**config.mk**
```make
export PLATFORM = sky130hd
export DESIGN_NAME = melody_player
export DESIGN_NICKNAME = d
export VERILOG_FILES = /design/src/rtl/melody_player.sv
export SDC_FILE = /design/constraint.sdc
export NUM_CORES = 1
export LEC_CHECK = 0
export CAP_MARGIN = 25
export CORE_ASPECT_RATIO = 1.1
export CORE_MARGIN = 2
export CORE_UTILIZATION = 40
export CTS_BUF_LIST = sky130_fd_sc_hd__clkbuf_2
export DETAILED_ROUTE_END_ITERATION = 16
export PLACE_DENSITY_LB_ADDON = 0.2
export SYNTH_ARGS = -nofsm -noshare
export SYNTH_HDL_FRONTEND = slang
export SYNTH_SLANG_ARGS = --single-unit
```
**constraint.sdc**
```tcl
create_clock -name clk -period 40.7 [get_ports clk]
set_clock_uncertainty 0.2 [all_clocks]
set_input_delay 4.07 -clock clk [delete_from_list [all_inputs] [get_ports clk]]
set_output_delay 4.07 -clock clk [all_outputs]
set_load 0.1 [all_outputs]
```
**src/rtl/melody_player.sv**
```systemverilog
// Score-driven buzzer: plays {pitch, beats} entries from an internal RAM as a square wave,
// with an articulation gap at the end of each note, rests, loop mode and a done pulse.
module melody_player #(
  parameter int SCORE_DEPTH = 32,
  parameter int PER_W       = 18,
  parameter int BEAT_CYCLES = 25_000_000,
  parameter int GAP_CYCLES  = 2_500_000,
  parameter logic [9*PER_W-1:0] PERIOD_LUT = {
    18'd95556, 18'd101214, 18'd113636, 18'd127551, 18'd143266,
    18'd151515, 18'd170068, 18'd191570, 18'd227272},
  localparam int AW = $clog2(SCORE_DEPTH)
) (
  input  logic          clk,
  input  logic          rst,
  input  logic          score_we,
  input  logic [AW-1:0] score_addr,
  input  logic [6:0]    score_data,
  input  logic [AW:0]   score_len,
  input  logic          loop_en,
  input  logic          start,
  input  logic          stop,
  output logic          busy,
  output logic          done,
  output logic [AW-1:0] note_idx,
  output logic          beep
);

  localparam int NCW = $clog2(8 * BEAT_CYCLES) + 1;

  typedef enum logic {IDLE, PLAY} state_t;

  state_t             state_q, state_d;
  logic [AW:0]        len_q, len_d;
  logic [AW-1:0]      note_idx_q, note_idx_d;
  logic [NCW-1:0]     note_cnt_q, note_cnt_d;
  logic [PER_W-1:0]   tone_cnt_q, tone_cnt_d;
  logic               busy_q, busy_d;
  logic               done_q, done_d;
  logic               beep_q, beep_d;

  logic [6:0]         score_mem [SCORE_DEPTH];
  logic [6:0]         cur_note, nxt_note;
  logic [NCW-1:0]     cur_cyc, nxt_cyc;
  logic [PER_W-1:0]   cur_per, nxt_per;
  logic               last_cycle, last_note;

  function automatic logic [PER_W-1:0] period_of(input logic [3:0] pitch);
    period_of = '0;
    for (int i = 1; i <= 9; i++) begin
      if (pitch == 4'(i)) period_of = PERIOD_LUT[(i-1)*PER_W +: PER_W];
    end
  endfunction

  function automatic logic [NCW-1:0] cycles_of(input logic [2:0] dur);
    cycles_of = (NCW'(dur) + NCW'(1)) * NCW'(BEAT_CYCLES);
  endfunction

  // The score is frozen while playing so the combinational reads stay coherent.
  always_ff @(posedge clk) begin
    if (score_we && !busy_q) score_mem[score_addr] <= score_data;
  end

  assign cur_note   = score_mem[note_idx_q];
  assign cur_cyc    = cycles_of(cur_note[2:0]);
  assign cur_per    = period_of(cur_note[6:3]);
  assign last_cycle = (note_cnt_q == cur_cyc - NCW'(1));
  assign last_note  = ({1'b0, note_idx_q} == len_q - (AW+1)'(1));

  always_comb begin
    state_d    = state_q;
    len_d      = len_q;
    note_idx_d = note_idx_q;
    note_cnt_d = note_cnt_q;
    tone_cnt_d = tone_cnt_q;
    done_d     = 1'b0;
    case (state_q)
      IDLE: begin
        if (start && !stop) begin
          if (score_len != '0) begin
            state_d    = PLAY;
            len_d      = score_len;
            note_idx_d = '0;
            note_cnt_d = '0;
            tone_cnt_d = '0;
          end else begin
            done_d = 1'b1;
          end
        end
      end
      PLAY: begin
        if (stop) begin
          state_d    = IDLE;
          note_idx_d = '0;
          note_cnt_d = '0;
          tone_cnt_d = '0;
        end else if (last_cycle) begin
          note_cnt_d = '0;
          tone_cnt_d = '0;
          if (!last_note) begin
            note_idx_d = note_idx_q + AW'(1);
          end else if (loop_en) begin
            note_idx_d = '0;
          end else begin
            state_d    = IDLE;
            done_d     = 1'b1;
            note_idx_d = '0;
          end
        end else begin
          note_cnt_d = note_cnt_q + NCW'(1);
          if (cur_per == '0 || tone_cnt_q == cur_per - PER_W'(1)) tone_cnt_d = '0;
          else tone_cnt_d = tone_cnt_q + PER_W'(1);
        end
      end
      default: state_d = IDLE;
    endcase
  end

  // Outputs are registered, so beep is derived from the note that will be sounding next cycle.
  assign nxt_note = score_mem[note_idx_d];
  assign nxt_cyc  = cycles_of(nxt_note[2:0]);
  assign nxt_per  = period_of(nxt_note[6:3]);
  assign busy_d   = (state_d == PLAY);
  assign beep_d   = busy_d && (nxt_per != '0) && (tone_cnt_d < (nxt_per >> 1))
                    && (note_cnt_d < nxt_cyc - NCW'(GAP_CYCLES));

  always_ff @(posedge clk or posedge rst) begin
    if (rst) begin
      state_q    <= IDLE;
      len_q      <= '0;
      note_idx_q <= '0;
      note_cnt_q <= '0;
      tone_cnt_q <= '0;
      busy_q     <= 1'b0;
      done_q     <= 1'b0;
      beep_q     <= 1'b0;
    end else begin
      state_q    <= state_d;
      len_q      <= len_d;
      note_idx_q <= note_idx_d;
      note_cnt_q <= note_cnt_d;
      tone_cnt_q <= tone_cnt_d;
      busy_q     <= busy_d;
      done_q     <= done_d;
      beep_q     <= beep_d;
    end
  end

  assign busy     = busy_q;
  assign done     = done_q;
  assign note_idx = note_idx_q;
  assign beep     = beep_q;

endmodule

```
==> results.yml, run 1 <==
cells_and_area:
  multi_input_area_um2: 10600
  nNetsFinal: 2081
  stdcell_count: 2659
  fillers: 4747
  layout-drive-gt1-share: 0.135
  regArea_um2: 8260
  final_util: 0.440
  finalInstanceArea_um2: 21400
  area_delta_synth_final_pct: 8.94
worst_setup_path:
  crit_fanout: 50
  startpoint: "note_idx[0]$_DFF_PP0_"
  reg2reg_slack_ns: 22.76
  crit_type: "reg -> reg"
  crit_path_frequent_cell: "nand2_1"
  crit_slowest_cell: "buf_4"
  rr_startpoint: "note_idx[0]$_DFF_PP0_"
  worstPathArrival_ns: 18.70
  worstSetupStartpointType: "register"
  worstSetupEndpointType: "register"
  cpPeakStageDelay_ns: 0.75
  rr_worst_depth: 55
  crit_path_end: "beep$_DFF_PP0_"
  required_ns: 41.46
  timing.rr.end: "beep$_DFF_PP0_"
sta:
  tns_ns: 0
  slew_headroom: 0.280
  tightest_slew_ns: 1.08
  finalWorstSetupSlack_ns: 22.76
  post-route-period-util: 0.441
  grt_setup_unrepaired: "false"
  fin_hold_ws_ns: 0.321
  period_needed_ns: 17.94
  fmax_mhz: 55.7
  finalMaxSlewViolations: 0
  hold_viol: 0
  setup_viol: 0
yosys:
  synthArstFlopShare: 0.214
  synth_xor_area_frac: 0.0319
  syn_area_um2: 19700
  ys_ff_latch: 285
  synthCells: 1904
  synth_nets: 2035
  synth_top_family_by_area: "simple AND/OR/NAND/NOR gates"
  synth.distinct_cells: 94
  synth_ff_type: "edfxtp_1"
  synth_top_cell_by_area: "edfxtp_1"
  synth-compound-area-share: 0.129
  yosysSeqAreaShare: 0.420
  synth-edff-count: 224
  syn_area_per_cell_um2: 10.3
  synth_fa_ha_area_frac: 0.0738
  synth_warnings: 0
  synth_area_leaders: "edfxtp_1, dfrtp_1, mux4_2, ha_1, nand2_1"
  synthSimpleGateAreaFrac: 0.180
  muxShareOfSynthArea: 0.125
  synth_top_area_share: 0.342
worst_hold_path:
  hold_class: "reg -> reg"
routing:
  wl_per_cell_um: 22.8
  vias: 15800
  ant_nets: 0
  viasPerCell: 5.93
  wl_um: 60600
  drc: 0
  drt_iter0_markers: 1363
  drtPass1Iterations: 5
grt:
  grt_overflow_total: 0
  antenna_found_initial: 3
  grt_use_total: 0.236
  grt_pass1_wl_um: 92900
  grt_pass1_vias: 15600
  grt_max_degree: 62
die:
  die-width_um: 215
  core-area_um2: 48700
  top_level_ports: 32
  dieArea_um2: 50900
  die_y_um: 236
  num_rows: 85
  initial_utilization: 0.403
power:
  vdd_drop_max_mv: 0.0178
  p_total_mw: 0.568
  power_leakage_nw: 8.01
  power_density_nw_per_um2: 26.5
placed_design:
  dpl_cell_area_um2: 20600
  dpl.hpwl_um: 43300
  port_buffers: 31
  place_ws_ns: 22.89
  dp.cells: 2515
  gp_congestion: 0.929
clock_tree:
  htree_num_levels: 3
  clock-sinks: 285
  clockRootBuffer: "clkbuf_2"
  cts_inserted_buffers: 78
  cts_buffer_depth: 3
  cts_resized: 0
  tritoncts: "yes"
  cts_hold_buf: 0
  postCtsSetupBuffers: 0
  worstSkewPairLatency_ns: 1.12
  path_clk_slew_ns: 0.10
job:
  cap_violations: 0
run_status:
  outcome: "completed"
==> area by class of cell <==
| type | count | area share |
|---|---|---|
| multi-input combinational | 1447 | 0.497 |
| antenna | 2 | 0.000234 |
| timing repair buffer | 72 | 0.0361 |
| sequential | 285 | 0.386 |
| inverter | 66 | 0.0118 |
| clock buffer | 107 | 0.0250 |
| clock inverter | 28 | 0.00631 |
| tap | 652 | 0.0381 |
==> worst max-delay path: cells and delay by family (launching register included) <==
family / cells / cell delay (ns)
buffers and inverters: 8 / 2.92
AO/OA/AOI/OAI: 20 / 5.40
flip-flops: 1 / 0.69
AND/OR/NAND/NOR: 12 / 2.58
adder cells (fa/ha/maj): 8 / 3.61
XOR/XNOR: 5 / 1.68
multiplexers: 2 / 0.68
==> Yosys cell counts (all sizes together) (6+ instances only) <==
cell     count
a211o        6
edfxtp     224
nor3        23
a21oi       68
a311oi       7
mux2i       86
nor2b       18
fa          15
nor3b        9
o211ai      14
nor2       112
nand3      106
o22ai       13
mux4        57
buf         51
nand4       14
nand3b       9
xnor2       47
a31oi       14
clkbuf      55
and3        61
ha          92
o2111ai     13
o211a        6
and2        12
inv         64
nor4b        7
nor4        19
dfrtp       61
o21a        10
a32oi        7
nand2      240
xor2        22
or2          9
mux2        27
a211oi      11
or3         11
o21ai      132
nand2b      38
a21o        22
or4b         7
==> where the power goes <==
| group | internal, mW | switching, mW |
|---|---|---|
| clock network | 0.0729 | 0.128 |
| logic | 0.0177 | 0.0290 |
| registers | 0.318 | 0.00335 |
| total | 0.408 | 0.160 |
==> worst min-delay path by stage <==
stage / from / endpoint / slack [ns] / cells after the start
2_1_floorplan: note_cnt_q[3]$_DFFE_PP0P_ / note_cnt_q[3]$_DFFE_PP0P_ / 0.26 / 2
3_3_place_gp: note_cnt_q[3]$_DFFE_PP0P_ / note_cnt_q[3]$_DFFE_PP0P_ / 0.28 / 2
3_5_place_dp: note_cnt_q[3]$_DFFE_PP0P_ / note_cnt_q[3]$_DFFE_PP0P_ / 0.30 / 2
4_1_cts: note_cnt_q[3]$_DFFE_PP0P_ / note_cnt_q[3]$_DFFE_PP0P_ / 0.32 / 2
5_1_grt: note_cnt_q[1]$_DFFE_PP0P_ / note_cnt_q[1]$_DFFE_PP0P_ / 0.35 / 1
6_report: note_cnt_q[3]$_DFFE_PP0P_ / note_cnt_q[3]$_DFFE_PP0P_ / 0.32 / 2
==> cells in the final DEF, fill, tap and decap left out, types with 23 or more instances in the layout <==
| master | count |
|---|---|
| buf_4 | 25 |
| edfxtp_1 | 224 |
| mux4_2 | 56 |
| a21oi_1 | 68 |
| o21ai_0 | 126 |
| clkdlybuf4s50_1 | 31 |
| ha_1 | 92 |
| xnor2_1 | 47 |
| nor3_1 | 23 |
| clkbuf_2 | 107 |
| nand2_1 | 239 |
| inv_1 | 60 |
| and3_1 | 61 |
| nor2_1 | 111 |
| nand2b_1 | 38 |
| mux2i_1 | 84 |
| dfrtp_1 | 58 |
| nand3_1 | 106 |
==> per-layer routing <==
metal	track usage	routed length, um
met5	0	30
met4	0.0876	1750
met3	0.0334	3190
met2	0.401	29600
met1	0.308	26000
==> flip-flops by register name, summed over array words and instances (netlist names) <==
signal	flops
score_mem	224
note_cnt_q	29
tone_cnt_q	18
len_q	6
note_idx	5
beep	1
busy	1
done	1
==> kinds of logic after synthesis <==
| group | after synthesis |
|---|---|
| and+or+nand+nor | 712 |
| AOI/OAI and AO/OA | 388 |
| DFF | 285 |
| buffers and inverters | 172 |
| muxes | 170 |
| adders and majority gates | 107 |
| xor gates and xnor gates | 70 |
(Power assumes the default switching activity.)
==> run 2, diff against run 1 <==
==> constraint.sdc (replaced) <==
create_clock -name clk -period 16.7 [get_ports clk]
set_clock_uncertainty 0.2 [all_clocks]
set_input_delay 1.67 -clock clk [delete_from_list [all_inputs] [get_ports clk]]
set_output_delay 1.67 -clock clk [all_outputs]
set_load 0.1 [all_outputs]
==> run 2 against run 1 <==
  * Critical endpoint unchanged
  * Wire length rose by 0.52%
  * Maximum frequency rose by 15%
  * Hold slack improved by 0.0061 ns
  * Largest cell class unchanged
  * Worst setup slack got worse by 22 ns
  * Cell count rose by 0.60%
  * Critical path type unchanged
  * Highest routed layer unchanged
  * Clock power rose to 2.6 times the previous value
  * Largest power group unchanged
==> results.yml, run 2 (same netlist as run 1, synthesis figures left out) <==
run_status:
  outcome: "completed"
placed_design:
  dpl.hpwl_um: 44200
  dp.cells: 2533
  gp_congestion: 0.924
  port_buffers: 31
  dpl_cell_area_um2: 20800
clock_tree:
  clockRootBuffer: "clkbuf_2"
  clock-sinks: 285
  cts_hold_buf: 0
  path_clk_slew_ns: 0.10
  tritoncts: "yes"
  cts_inserted_buffers: 78
  worstSkewPairLatency_ns: 1.04
  cts_buffer_depth: 3
  htree_num_levels: 3
power:
  p_sw_frac: 0.274
  power_leakage_nw: 8.13
  clkPwrFrac: 0.364
  combinationalPowerShare: 0.081
  power_density_nw_per_um2: 65.3
  power.internal_mw: 1.02
  p_total_mw: 1.41
  seq_power_share: 0.554
  p_switching_mw: 0.387
  vdd_drop_max_mv: 0.0495
sta:
  tightest_slew_ns: 1.06
  slew_headroom: 0.291
  post-route-period-util: 0.934
  fin_hold_ws_ns: 0.327
  hold_viol: 0
  finalMaxSlewViolations: 0
  tns_ns: 0
  setup_viol: 0
  period_needed_ns: 15.59
  grt_setup_unrepaired: "false"
  fmax_mhz: 64.1
grt:
  grt_pass1_wl_um: 93300
  grt_overflow_total: 0
  grt_use_total: 0.238
  antenna_found_initial: 2
  grt_max_degree: 62
  grt_pass1_vias: 15700
die:
  top_level_ports: 32
  die-width_um: 215
  dieArea_um2: 50900
  initial_utilization: 0.403
  die_y_um: 236
  core-area_um2: 48700
  num_rows: 85
worst_setup_path:
  worstPathArrival_ns: 16.32
  crit_type: "reg -> reg"
  crit_fanout: 23
  worstSetupStartpointType: "register"
  crit_path_frequent_cell: "inv_1"
  required_ns: 17.43
  cpPeakStageDelay_ns: 0.68
  crit_slowest_cell: "fa_1"
  worstSetupEndpointType: "register"
routing:
  drc: 0
  viasPerCell: 5.95
  wl_per_cell_um: 22.8
  met2_length_um: 29100
  wl_met3_um: 4180
  maxUsedRoutingLayer: "met5"
  wl_um: 60900
  drt_iter0_markers: 1657
  wl_met1_um: 25600
  drtPass1Iterations: 5
  vias: 15900
  ant_nets: 0
job:
  cap_violations: 0
cells_and_area:
  finalInstanceArea_um2: 21600
  most-common-layout-cells: "nand2_1, edfxtp_1, o21ai_0"
  stdcell_count: 2675
  nNetsFinal: 2099
  area_delta_synth_final_pct: 9.94
  final_common_cell: "nand2_1"
  reg_top3: "score_mem (224), note_cnt_q (29), tone_cnt_q (18)"
  layout-drive-gt1-share: 0.146
  largest_register: "score_mem"
  largest_reg_flops: 224
worst_hold_path:
  hold_class: "reg -> reg"
## run 2: routing by layer
metal,vias to the layer above,track usage
met5,-,0
met4,2,0.0922
met3,125,0.0394
met2,657,0.396
met1,7805,0.310
li1,7330,-
## run 2: layout make-up
type                    count  area [um^2]
clock buffers             108          541
fillers                  4727        27100
multi-input cells        1447        10700
repair buffers             90          905
diodes                      1         2.50
clock inverters            26          173
inverters                  66          253
flip-flops and latches    285         8260
well taps                 652          816
## run 2: critical path: cells and delay by family (launching register included)
family | cells | cell delay, ns
compound gates | 19 | 3.72
xor+xnor | 3 | 0.58
fa+ha+maj | 9 | 3.95
buf+inv | 9 | 1.71
flops | 1 | 0.63
mux | 1 | 0.54
simple gates | 14 | 4.13
## run 2: power by group through the flow
stage	clock [mW]	sequential (mW)	combinational (mW)
4_1_cts	0.531	0.782	0.114
5_1_grt	0.565	0.784	0.127
2_1_floorplan	0	0.798	0.0685
3_5_place_dp	0	0.798	0.113
6_report	0.514	0.782	0.115
3_3_place_gp	0	0.798	0.108
## run 2: stage by stage
step | worst slack (ns) | util
after floorplan | 1.65 | -
after global placement | 0.922 | 0.422
after detailed placement | 0.624 | 0.427
after CTS | 0.586 | 0.441
after global routing | 0.0459 | 0.444
final | 1.11 | 0.444
## run 2: path summary, 6_finish.rpt
path,from,cells after the start,to,slack [ns]
setup / recovery,note_idx[1]$_DFF_PP0_,55,beep$_DFF_PP0_,1.11
hold / removal,note_cnt_q[1]$_DFFE_PP0P_,1,note_cnt_q[1]$_DFFE_PP0P_,0.33
setup reg to reg,note_idx[1]$_DFF_PP0_,55,beep$_DFF_PP0_,1.11
hold reg to reg,note_cnt_q[1]$_DFFE_PP0P_,1,note_cnt_q[1]$_DFFE_PP0P_,0.33
max in group asynchronous,rst,3,note_idx[0]$_DFF_PP0_,14.58
min in group asynchronous,rst,3,len_q[2]$_DFFE_PP0P_,1.02
## run 2: timing repair
item / in CTS / in global routing
setup endpoints to repair: 0 / 1
buffers inserted: 0 / 4
gates resized for setup: 0 / 6
==> run 3, diff against run 2 <==
--- a/config.mk
+++ b/config.mk
@@ -8,7 +8,7 @@
 export CAP_MARGIN = 25
 export CORE_ASPECT_RATIO = 1.1
 export CORE_MARGIN = 2
-export CORE_UTILIZATION = 40
+export CORE_UTILIZATION = 45
 export CTS_BUF_LIST = sky130_fd_sc_hd__clkbuf_2
 export DETAILED_ROUTE_END_ITERATION = 16
 export PLACE_DENSITY_LB_ADDON = 0.2
==> run 3 against run 2 <==
  * Sequential share of layout area grew 0.39 points
  * Worst setup slack worse by 0.22 ns
  * Die area is 11% lower
  * Wire length is 3.8% lower
  * First-iteration DRC count fell by 22%
  * Clock-buffer cell count rose by 3
  * Cell count is 3.0% lower
  * Critical path type unchanged
  * Global-route usage rose by 2.2 points
  * Total power down 1.5%
  * Maximum frequency is 1.4% lower
  * Sequential power about the same
  * Combinational power barely moved
==> results.yml, run 3 (same netlist as run 1, synthesis figures left out) <==
die:
  initial_utilization: 0.455
  num_rows: 80
  die_y_um: 223
  core-area_um2: 43200
  top_level_ports: 32
  dieArea_um2: 45400
  die-width_um: 203
clock_tree:
  clock-sinks: 285
  cts_hold_buf: 0
  worstSkewPairLatency_ns: 1.01
  clockRootBuffer: "clkbuf_2"
  htree_num_levels: 3
  cts_inserted_buffers: 76
  tritoncts: "yes"
  path_clk_slew_ns: 0.10
  cts_buffer_depth: 3
cells_and_area:
  multi_input_area_um2: 10600
  fillers: 4026
  area_delta_synth_final_pct: 8.75
  regArea_um2: 8260
  most-common-layout-cells: "nand2_1, edfxtp_1, o21ai_0"
  nNetsFinal: 2091
  layout-drive-gt1-share: 0.143
  largest_reg_flops: 224
  stdcell_count: 2596
  largest_register: "score_mem"
  final_common_cell: "nand2_1"
  reg_top3: "score_mem (224), note_cnt_q (29), tone_cnt_q (18)"
worst_setup_path:
  worstPathArrival_ns: 16.55
  worstSetupEndpointType: "register"
  crit_fanout: 25
  path_buf_inv: 8
  rr_startpoint: "note_idx[2]$_DFF_PP0_"
  rr_worst_depth: 55
  reg2reg_slack_ns: 0.89
  cp_top_family: "simple AND/OR/NAND/NOR gates"
  crit_type: "reg -> reg"
  required_ns: 17.44
  crit_slowest_cell: "fa_1"
  worstSetupStartpointType: "register"
  crit_path_frequent_cell: "inv_1"
  timing.rr.end: "beep$_DFF_PP0_"
  cpPeakStageDelay_ns: 0.72
sta:
  tightest_slew_ns: 1.10
  grt_setup_unrepaired: "false"
  post-route-period-util: 0.947
  tns_ns: 0
  period_needed_ns: 15.81
  setup_viol: 0
  fmax_mhz: 63.2
  finalMaxSlewViolations: 0
  slew_headroom: 0.267
  hold_viol: 0
routing:
  drt_iter0_markers: 1294
  wl_um: 58600
  vias: 15700
  wl_per_cell_um: 22.6
  viasPerCell: 6.06
  ant_nets: 0
  drtPass1Iterations: 7
  drc: 0
worst_hold_path:
  min_from: "note_cnt_q[3]$_DFFE_PP0P_"
  worst_hold_path.num_cells: 2
  hold_path_end: "note_cnt_q[3]$_DFFE_PP0P_"
  hold_class: "reg -> reg"
placed_design:
  dp.cells: 2451
  port_buffers: 31
  dpl.hpwl_um: 42700
  gp_congestion: 0.925
grt:
  grt_pass1_wl_um: 90500
  grt_overflow_total: 0
  grt_pass1_vias: 15400
  antenna_found_initial: 1
  grt_use_total: 0.260
  grt_max_degree: 62
power:
  p_total_mw: 1.39
  vdd_drop_max_mv: 0.0567
  power_leakage_nw: 8.08
  power_density_nw_per_um2: 65.0
run_status:
  outcome: "completed"
job:
  cap_violations: 0
-- run 3: report_power, final --
group	leakage (nW)	switching [mW]	internal, mW
clock network	0.534	0.300	0.196
registers	2.85	0.00856	0.774
logic	4.69	0.0702	0.0416
total	8.08	0.378	1.01
-- run 3: routing by layer --
metal | global-route usage | up-vias | share of wire
li1 | - | 7322 | -
met1 | 0.347 | 7693 | 0.43
met2 | 0.423 | 603 | 0.47
met3 | 0.0387 | 117 | 0.063
met4 | 0.106 | 0 | 0.036
met5 | 0 | - | 0
-- run 3: metrics by stage --
step / hold WS, ns / setup WS [ns] / area [um^2] / util
floorplan: 0.256 / 1.65 / 19700 / -
global placement: 0.293 / 0.896 / 20500 / 0.474
detailed placement: 0.293 / 0.486 / 20600 / 0.476
CTS: 0.317 / 0.530 / 21300 / 0.492
global route: 0.358 / 0.0100 / 21400 / 0.494
finish: 0.326 / 0.890 / 21400 / 0.494
-- run 3: layout make-up --
| type | instances | share of cell area |
|---|---|---|
| multi-input cells | 1447 | 0.498 |
| flip-flops and latches | 285 | 0.386 |
| repair buffers | 84 | 0.0369 |
| well taps | 574 | 0.0336 |
| clock buffers | 111 | 0.0260 |
| inverters | 66 | 0.0118 |
| clock inverters | 28 | 0.00702 |
| diodes | 1 | 0.000117 |
-- run 3: what timing repair did --
item | 4_1_cts | 5_1_grt
setup endpoints to repair | 0 | 1
buffers inserted | 0 | 1
resized for setup | 0 | 3
-- run 3: tightest hold or removal path: cells and delay by family, from the launching register on --
family,cells,cell delay (ns)
flip-flops,1,0.40
AND/OR/NAND/NOR,2,0.11
-- run 3: worst max-delay path by stage --
| stage | startpoint | endpoint | slack [ns] | depth (start not counted) |
|---|---|---|---|---|
| floorplan | note_idx[0]$_DFF_PP0_ | beep$_DFF_PP0_ | 1.65 | 66 |
| global placement | note_idx[2]$_DFF_PP0_ | beep$_DFF_PP0_ | 0.90 | 55 |
| detailed placement | note_idx[2]$_DFF_PP0_ | beep$_DFF_PP0_ | 0.49 | 55 |
| CTS | note_idx[2]$_DFF_PP0_ | beep$_DFF_PP0_ | 0.53 | 55 |
| global route | note_idx[2]$_DFF_PP0_ | beep$_DFF_PP0_ | 0.01 | 58 |
| finish | note_idx[2]$_DFF_PP0_ | beep$_DFF_PP0_ | 0.89 | 55 |
